### src/rtl/riscv_pkg.sv
// Shared RISC-V pipeline definitions: hazard FSM encoding, control-bundle
// payload, NOP encoding and register-index constants.
package riscv_pkg;

    localparam int unsigned XLEN        = 32;
    localparam int unsigned REG_IDX_W   = 5;
    localparam int unsigned STALL_CNT_W = 3;
    localparam int unsigned DRAIN_CNT_W = 2;
    // ID, EX and MEM must retire before the pipeline is frozen
    localparam int unsigned DRAIN_CYCLES = 3;

    localparam logic [XLEN-1:0]      NOP_INSN = 32'h0000_0013;  // addi x0,x0,0
    localparam logic [REG_IDX_W-1:0] REG_X0   = 5'd0;

    typedef enum logic [1:0] {
        ST_RUN        = 2'd0,
        ST_LOAD_STALL = 2'd1,
        ST_DRAIN      = 2'd2,
        ST_HALTED     = 2'd3
    } hcu_state_e;

    // Pipeline control bundle driven by the hazard unit every cycle
    typedef struct packed {
        logic pc_write;
        logic if_id_write;
        logic if_id_flush;
        logic id_ex_flush;
        logic pc_sel_redirect;
    } hcu_ctrl_t;

    localparam hcu_ctrl_t CTRL_RUN      = '{1'b1, 1'b1, 1'b0, 1'b0, 1'b0};
    localparam hcu_ctrl_t CTRL_REDIRECT = '{1'b1, 1'b1, 1'b1, 1'b1, 1'b1};
    localparam hcu_ctrl_t CTRL_STALL    = '{1'b0, 1'b0, 1'b0, 1'b1, 1'b0};
    // Freeze fetch, keep ID/EX/MEM flowing so they retire
    localparam hcu_ctrl_t CTRL_DRAIN    = '{1'b0, 1'b0, 1'b1, 1'b0, 1'b0};
    localparam hcu_ctrl_t CTRL_FROZEN   = '{1'b0, 1'b0, 1'b1, 1'b1, 1'b0};

endpackage

### src/rtl/load_use_detect.sv
// Combinational load-use hazard detector.
// Ports: id_rs1_i/id_rs2_i + id_use_rs1_i/id_use_rs2_i (ID sources),
//        ex_rd_i/ex_mem_read_i (EX load destination), hazard_o.
module load_use_detect
    import riscv_pkg::*;
(
    input  logic [REG_IDX_W-1:0] id_rs1_i,
    input  logic [REG_IDX_W-1:0] id_rs2_i,
    input  logic                 id_use_rs1_i,
    input  logic                 id_use_rs2_i,
    input  logic [REG_IDX_W-1:0] ex_rd_i,
    input  logic                 ex_mem_read_i,
    output logic                 hazard_o
);

    // x0 is never a real dependency
    assign hazard_o = ex_mem_read_i && (ex_rd_i != REG_X0) &&
                      ((id_use_rs1_i && (id_rs1_i == ex_rd_i)) ||
                       (id_use_rs2_i && (id_rs2_i == ex_rd_i)));

endmodule

### src/rtl/hazard_control_unit.sv
// Pipeline hazard controller: load-use stalls, EX redirects, external halt
// with drain, self-loop halt, and saturating stall/flush event counters.
// Ports: clk, rst (sync, active-low); ID/EX hazard and redirect inputs;
//        halt_req; pipeline enables/flushes, pc_sel_redirect (same-cycle);
//        halted, halt_cause, stall_count, flush_count (registered).
module hazard_control_unit
    import riscv_pkg::*;
#(
    parameter int unsigned LOAD_STALL_CYCLES = 1,
    parameter int unsigned CNT_W             = 16
) (
    input  logic                 clk,
    input  logic                 rst,
    input  logic [REG_IDX_W-1:0] id_rs1,
    input  logic [REG_IDX_W-1:0] id_rs2,
    input  logic                 id_use_rs1,
    input  logic                 id_use_rs2,
    input  logic [REG_IDX_W-1:0] ex_rd,
    input  logic                 ex_mem_read,
    input  logic                 ex_redirect,
    input  logic [XLEN-1:0]      ex_pc,
    input  logic [XLEN-1:0]      ex_target,
    input  logic                 halt_req,
    output logic                 pc_write,
    output logic                 if_id_write,
    output logic                 if_id_flush,
    output logic                 id_ex_flush,
    output logic                 pc_sel_redirect,
    output logic                 halted,
    output logic                 halt_cause,
    output logic [CNT_W-1:0]     stall_count,
    output logic [CNT_W-1:0]     flush_count
);

    localparam logic [STALL_CNT_W-1:0] STALL_LOAD = STALL_CNT_W'(LOAD_STALL_CYCLES - 1);
    localparam logic [DRAIN_CNT_W-1:0] DRAIN_LOAD = DRAIN_CNT_W'(DRAIN_CYCLES - 1);

    hcu_state_e             state_q, state_d;
    logic [STALL_CNT_W-1:0] stall_cnt_q, stall_cnt_d;
    logic [DRAIN_CNT_W-1:0] drain_cnt_q, drain_cnt_d;
    logic                   halt_cause_q, halt_cause_d;
    logic                   halted_q;
    logic [CNT_W-1:0]       stall_count_q, stall_count_d;
    logic [CNT_W-1:0]       flush_count_q, flush_count_d;
    logic                   hazard;
    logic                   stall_evt;
    logic                   flush_evt;
    hcu_ctrl_t              ctrl;

    load_use_detect u_detect (
        .id_rs1_i      (id_rs1),
        .id_rs2_i      (id_rs2),
        .id_use_rs1_i  (id_use_rs1),
        .id_use_rs2_i  (id_use_rs2),
        .ex_rd_i       (ex_rd),
        .ex_mem_read_i (ex_mem_read),
        .hazard_o      (hazard)
    );

    // State and counter registers
    always_ff @(posedge clk) begin
        if (!rst) begin
            state_q       <= ST_RUN;
            stall_cnt_q   <= '0;
            drain_cnt_q   <= '0;
            halt_cause_q  <= 1'b0;
            halted_q      <= 1'b0;
            stall_count_q <= '0;
            flush_count_q <= '0;
        end else begin
            state_q       <= state_d;
            stall_cnt_q   <= stall_cnt_d;
            drain_cnt_q   <= drain_cnt_d;
            halt_cause_q  <= halt_cause_d;
            halted_q      <= (state_d == ST_HALTED);
            stall_count_q <= stall_count_d;
            flush_count_q <= flush_count_d;
        end
    end

    // Next-state and pipeline control
    always_comb begin
        state_d      = state_q;
        stall_cnt_d  = stall_cnt_q;
        drain_cnt_d  = drain_cnt_q;
        halt_cause_d = halt_cause_q;
        ctrl         = CTRL_RUN;
        stall_evt    = 1'b0;
        flush_evt    = 1'b0;
        case (state_q)
            ST_RUN: begin
                if (halt_req) begin
                    ctrl        = CTRL_DRAIN;
                    state_d     = ST_DRAIN;
                    drain_cnt_d = DRAIN_LOAD;
                    stall_cnt_d = '0;
                end else if (ex_redirect) begin
                    // older EX branch wins over a younger load-use hazard
                    ctrl      = CTRL_REDIRECT;
                    flush_evt = 1'b1;
                    if (ex_target == ex_pc) begin
                        state_d      = ST_HALTED;
                        halt_cause_d = 1'b1;
                    end
                end else if (hazard) begin
                    ctrl        = CTRL_STALL;
                    stall_evt   = 1'b1;
                    stall_cnt_d = STALL_LOAD;
                    if (STALL_LOAD != '0) begin
                        state_d = ST_LOAD_STALL;
                    end
                end
            end
            ST_LOAD_STALL: begin
                if (halt_req) begin
                    ctrl        = CTRL_DRAIN;
                    state_d     = ST_DRAIN;
                    drain_cnt_d = DRAIN_LOAD;
                    stall_cnt_d = '0;
                end else begin
                    ctrl        = CTRL_STALL;
                    stall_evt   = 1'b1;
                    stall_cnt_d = stall_cnt_q - STALL_CNT_W'(1);
                    if (stall_cnt_q <= STALL_CNT_W'(1)) begin
                        state_d = ST_RUN;
                    end
                end
            end
            ST_DRAIN: begin
                ctrl = CTRL_DRAIN;
                if (drain_cnt_q == '0) begin
                    state_d      = ST_HALTED;
                    halt_cause_d = 1'b0;
                end else begin
                    drain_cnt_d = drain_cnt_q - DRAIN_CNT_W'(1);
                end
            end
            ST_HALTED: begin
                ctrl = CTRL_FROZEN;
                // a self-loop halt is sticky until reset
                if (!halt_cause_q && !halt_req) begin
                    state_d = ST_RUN;
                end
            end
            default: begin
                state_d = ST_RUN;
            end
        endcase
    end

    // Saturating event counters
    always_comb begin
        stall_count_d = stall_count_q;
        flush_count_d = flush_count_q;
        if (stall_evt && (stall_count_q != {CNT_W{1'b1}})) begin
            stall_count_d = stall_count_q + CNT_W'(1);
        end
        if (flush_evt && (flush_count_q != {CNT_W{1'b1}})) begin
            flush_count_d = flush_count_q + CNT_W'(1);
        end
    end

    // Reset holds the pipeline frozen with both stages flushed
    assign pc_write        = rst ? ctrl.pc_write        : 1'b0;
    assign if_id_write     = rst ? ctrl.if_id_write     : 1'b0;
    assign if_id_flush     = rst ? ctrl.if_id_flush     : 1'b1;
    assign id_ex_flush     = rst ? ctrl.id_ex_flush     : 1'b1;
    assign pc_sel_redirect = rst ? ctrl.pc_sel_redirect : 1'b0;

    assign halted      = halted_q;
    assign halt_cause  = halt_cause_q;
    assign stall_count = stall_count_q;
    assign flush_count = flush_count_q;

endmodule

### config.mk
export PLATFORM = sky130hd
export DESIGN_NAME = hazard_control_unit
export DESIGN_NICKNAME = d
export VERILOG_FILES = /design/src/rtl/riscv_pkg.sv /design/src/rtl/load_use_detect.sv /design/src/rtl/hazard_control_unit.sv
export SDC_FILE = /design/constraint.sdc
export NUM_CORES = 1
export LEC_CHECK = 0
export CAP_MARGIN = 40
export CELL_PAD_IN_SITES_DETAIL_PLACEMENT = 1
export CELL_PAD_IN_SITES_GLOBAL_PLACEMENT = 2
export CORE_ASPECT_RATIO = 0.8
export CORE_MARGIN = 5
export CORE_UTILIZATION = 24
export DETAILED_ROUTE_END_ITERATION = 8
export PLACE_DENSITY_LB_ADDON = 0.1
export SLEW_MARGIN = 20
export SYNTH_ARGS = -nofsm -noshare
export SYNTH_HDL_FRONTEND = slang
export SYNTH_SLANG_ARGS = --single-unit
export TNS_END_PERCENT = 30
### constraint.sdc
create_clock -name clk -period 2.7 [get_ports clk]
set_clock_uncertainty 0.05 [all_clocks]
set_input_delay 0.405 -clock clk [delete_from_list [all_inputs] [get_ports clk]]
set_output_delay 0.405 -clock clk [all_outputs]
set_load 0.01 [all_outputs]
==> results.md <==
- Via Count: 2707
- RR Startpoint: stall_count[3]
- PD cells: 365 nW/um^2
- Clock Pin Slew Worst Setup and Hold Paths: 0.06 ns
- GRT Total Usage: 14.2%
- Final Cell Area: 4260 um^2
- Max Cap Viol: 0
- Die height: 103 um
- R2R depth: 7
- Hold Crit Depth: 1
- Clock root cell: clkbuf_16
- Max-slew headroom: 63.8%
- First-pass GRT wire length: 14800 um
- CTS HTree Levels: 2
- Final hold vios: 0
- First drt pass iteration count: 4
- Min cycle time layout: 2.60 ns
- CP max FO: 2
- Final setup viols: 0
- Skew-Pair Late Insertion Delay: 0.28 ns
- HP Start: drain_cnt_q[0]
- Fmax: 384 MHz
- Initial antenna violation count: 0
- Area Growth Syn to Fin: 64.0%
- R2R Setup Slk: 0.73 ns
- Vias in the first global route: 2903
- Final WL: 9040 um
- Seq cells post-synth: 41
- CTS tree: built
- Hold buffers post-CTS: 0
- Critical Setup Path Class: primary input to output pin
- RSZ-0062 raised after global routing: no
- Starting Density: 24.3%
- Number of flops mapped to enable cells by yosys: 0
- DRC errors left: 0
- N_diodes: 0
- Largest net degree at the start of global routing: 30
- Hold Path End: drain_cnt_q[0]
- Num CTS Buffers: 5
- Worst Setup Slack, final: 0.0965 ns
- Count of different cell masters after synthesis: 51
- Share of cells above drive strength 1: 9.33%
- Actual slew at the worst max-slew pin: 0.542 ns
- Total Die Area: 13000 um^2
- Maximum clock path buffer count: 2
- Final GP Congestion: 0.738
- Placement Cell Area: 4100 um^2
- Synthesized Nets: 403
- Drt via density: 4.56
- # port buffers: 124
- Routed Antenna Nets: 0
- Period utilization: 96.4%
- DRT iter0 DRCs: 58
- Sequential share of the synthesized area: 31.6%
- Main synth FF type: dfxtp_1
- # clock sinks: 41
- Detailed-placement wirelength estimate: 7390 um
- Data required time of the worst path: 2.25 ns
- GRT Residual Overflow: 0
- Setup_tns: 0 ns
- Die X-Extent: 126 um
- Leak: 0.00149 uW
- # rows: 34
- Status: finished, final reports clean
- Avg WL per Cell: 15.2 um
- Placement Setup Slack: -0.531 ns
- Share of flip-flops with an asynchronous set or reset: 0%
- Final Max Tran Viols: 0
- Reg-to-reg endpoint: stall_count[7]
- Final nets: 539
- Cell area after synthesis: 2600 um^2
- Max IR drop VDD: 0.153 mV
- Mapped Avg Cell Area: 8.31 um^2
- Worst hold-check path type: flip-flop to flip-flop
- Critical path data arrival time: 2.15 ns
- Most frequent cells in the layout: clkdlybuf4s50_1 (118), dfxtp_1 (41), xnor2_1 (39)
- Io pins: 125
- CP Launch Type: primary input
- Final core occ: 39.8%
- Core ar.: 10700 um^2
- Cells after synthesis: 313
- Most common cell after layout, fill and taps aside: clkdlybuf4s50_1
- Yosys warns: 0
- Element type at the critical path end: output pin
[how the worst max path moves through the flow]
stage	from	slack, ns	cells after the start	endpoint
after floorplan	ex_rd[0]	0.06	5	pc_write
after global placement	ex_rd[0]	-0.46	7	pc_write
after detailed placement	ex_rd[0]	-0.53	7	if_id_write
after CTS	ex_rd[0]	-0.1	7	if_id_write
after global routing	ex_rd[0]	0.01	7	pc_write
final	ex_rd[0]	0.1	7	pc_write
[worst max-delay path: stages]
cell             delay [ns]
clkdlybuf4s50_1        0.43
or4_4                  0.42
o21ai_2                0.15
nor2_1                 0.08
a2111oi_2              0.37
buf_4                  0.17
clkbuf_2               0.12
[cells by family after synthesis]
family / count (synthesis) / share of synthesized area [%]
AOI/OAI and AO/OA: 43 / 11.4
xor gates and xnor gates: 56 / 18.9
adders and majority gates: 4 / 1.93
buffers and inverters: 23 / 4.43
DFF: 41 / 31.6
muxes: 7 / 2.70
and+or+nand+nor: 139 / 29.1
[flip-flops by register name, summed over array words and instances (netlist names)]
| signal | flops |
|---|---|
| stall_count | 16 |
| state_q | 2 |
| halted | 1 |
| halt_cause | 1 |
| stall_cnt_q | 3 |
| flush_count | 16 |
| drain_cnt_q | 2 |
[where the power goes]
part / internal, uW / switching (uW) / total, uW
clock: 340 / 239 / 579
sequential: 615 / 11.2 / 626
combinational: 214 / 136 / 350
[timing repair]
item                                    4_1_cts  5_1_grt
buffers inserted                              1        0
gates resized for setup                       6        8
pin swaps                                     2        3
endpoints found under the setup margin        3        3
[cells in the mapped netlist (8+ instances only)]
cell / n / area (um^2)
dfxtp_1: 41 / 821
xnor2_1: 39 / 342
nand2_1: 28 / 105
nor2_1: 23 / 86.3
nand3_1: 17 / 85.1
xor2_1: 17 / 149
nand4_1: 14 / 87.6
a21oi_1: 11 / 55.1
nor4_1: 9 / 56.3
clkbuf_1: 8 / 30.0
or4_1: 8 / 60.1
[routing by layer]
metal	wire [um]	GRT usage, %	vias to the layer above
li1	-	-	1383
met1	4070	17.4	1279
met2	4680	25.8	39
met3	226	3.11	6
met4	66	2.72	0
met5	0	0	-
[metrics by stage]
stage	cells	power (uW)	hold WS [ns]
final	594	1550	0.427
after global routing	594	1640	0.464
after CTS	593	1580	0.432
after detailed placement	584	991	0.424
after global placement	584	987	0.416
after floorplan	313	786	0.397
[area by class of cell]
type                            instances  area, um^2
Fill cell                            1260        6460
Multi-Input combinational cell        249        1680
Tap cell                              144         180
Clock buffer                            6         129
Timing Repair Buffer                  144        1420
Inverter                                8        30.0
Clock inverter                          2        10.0
Sequential cell                        41         821
No activity file was read; power rests on OpenSTA's default activity.
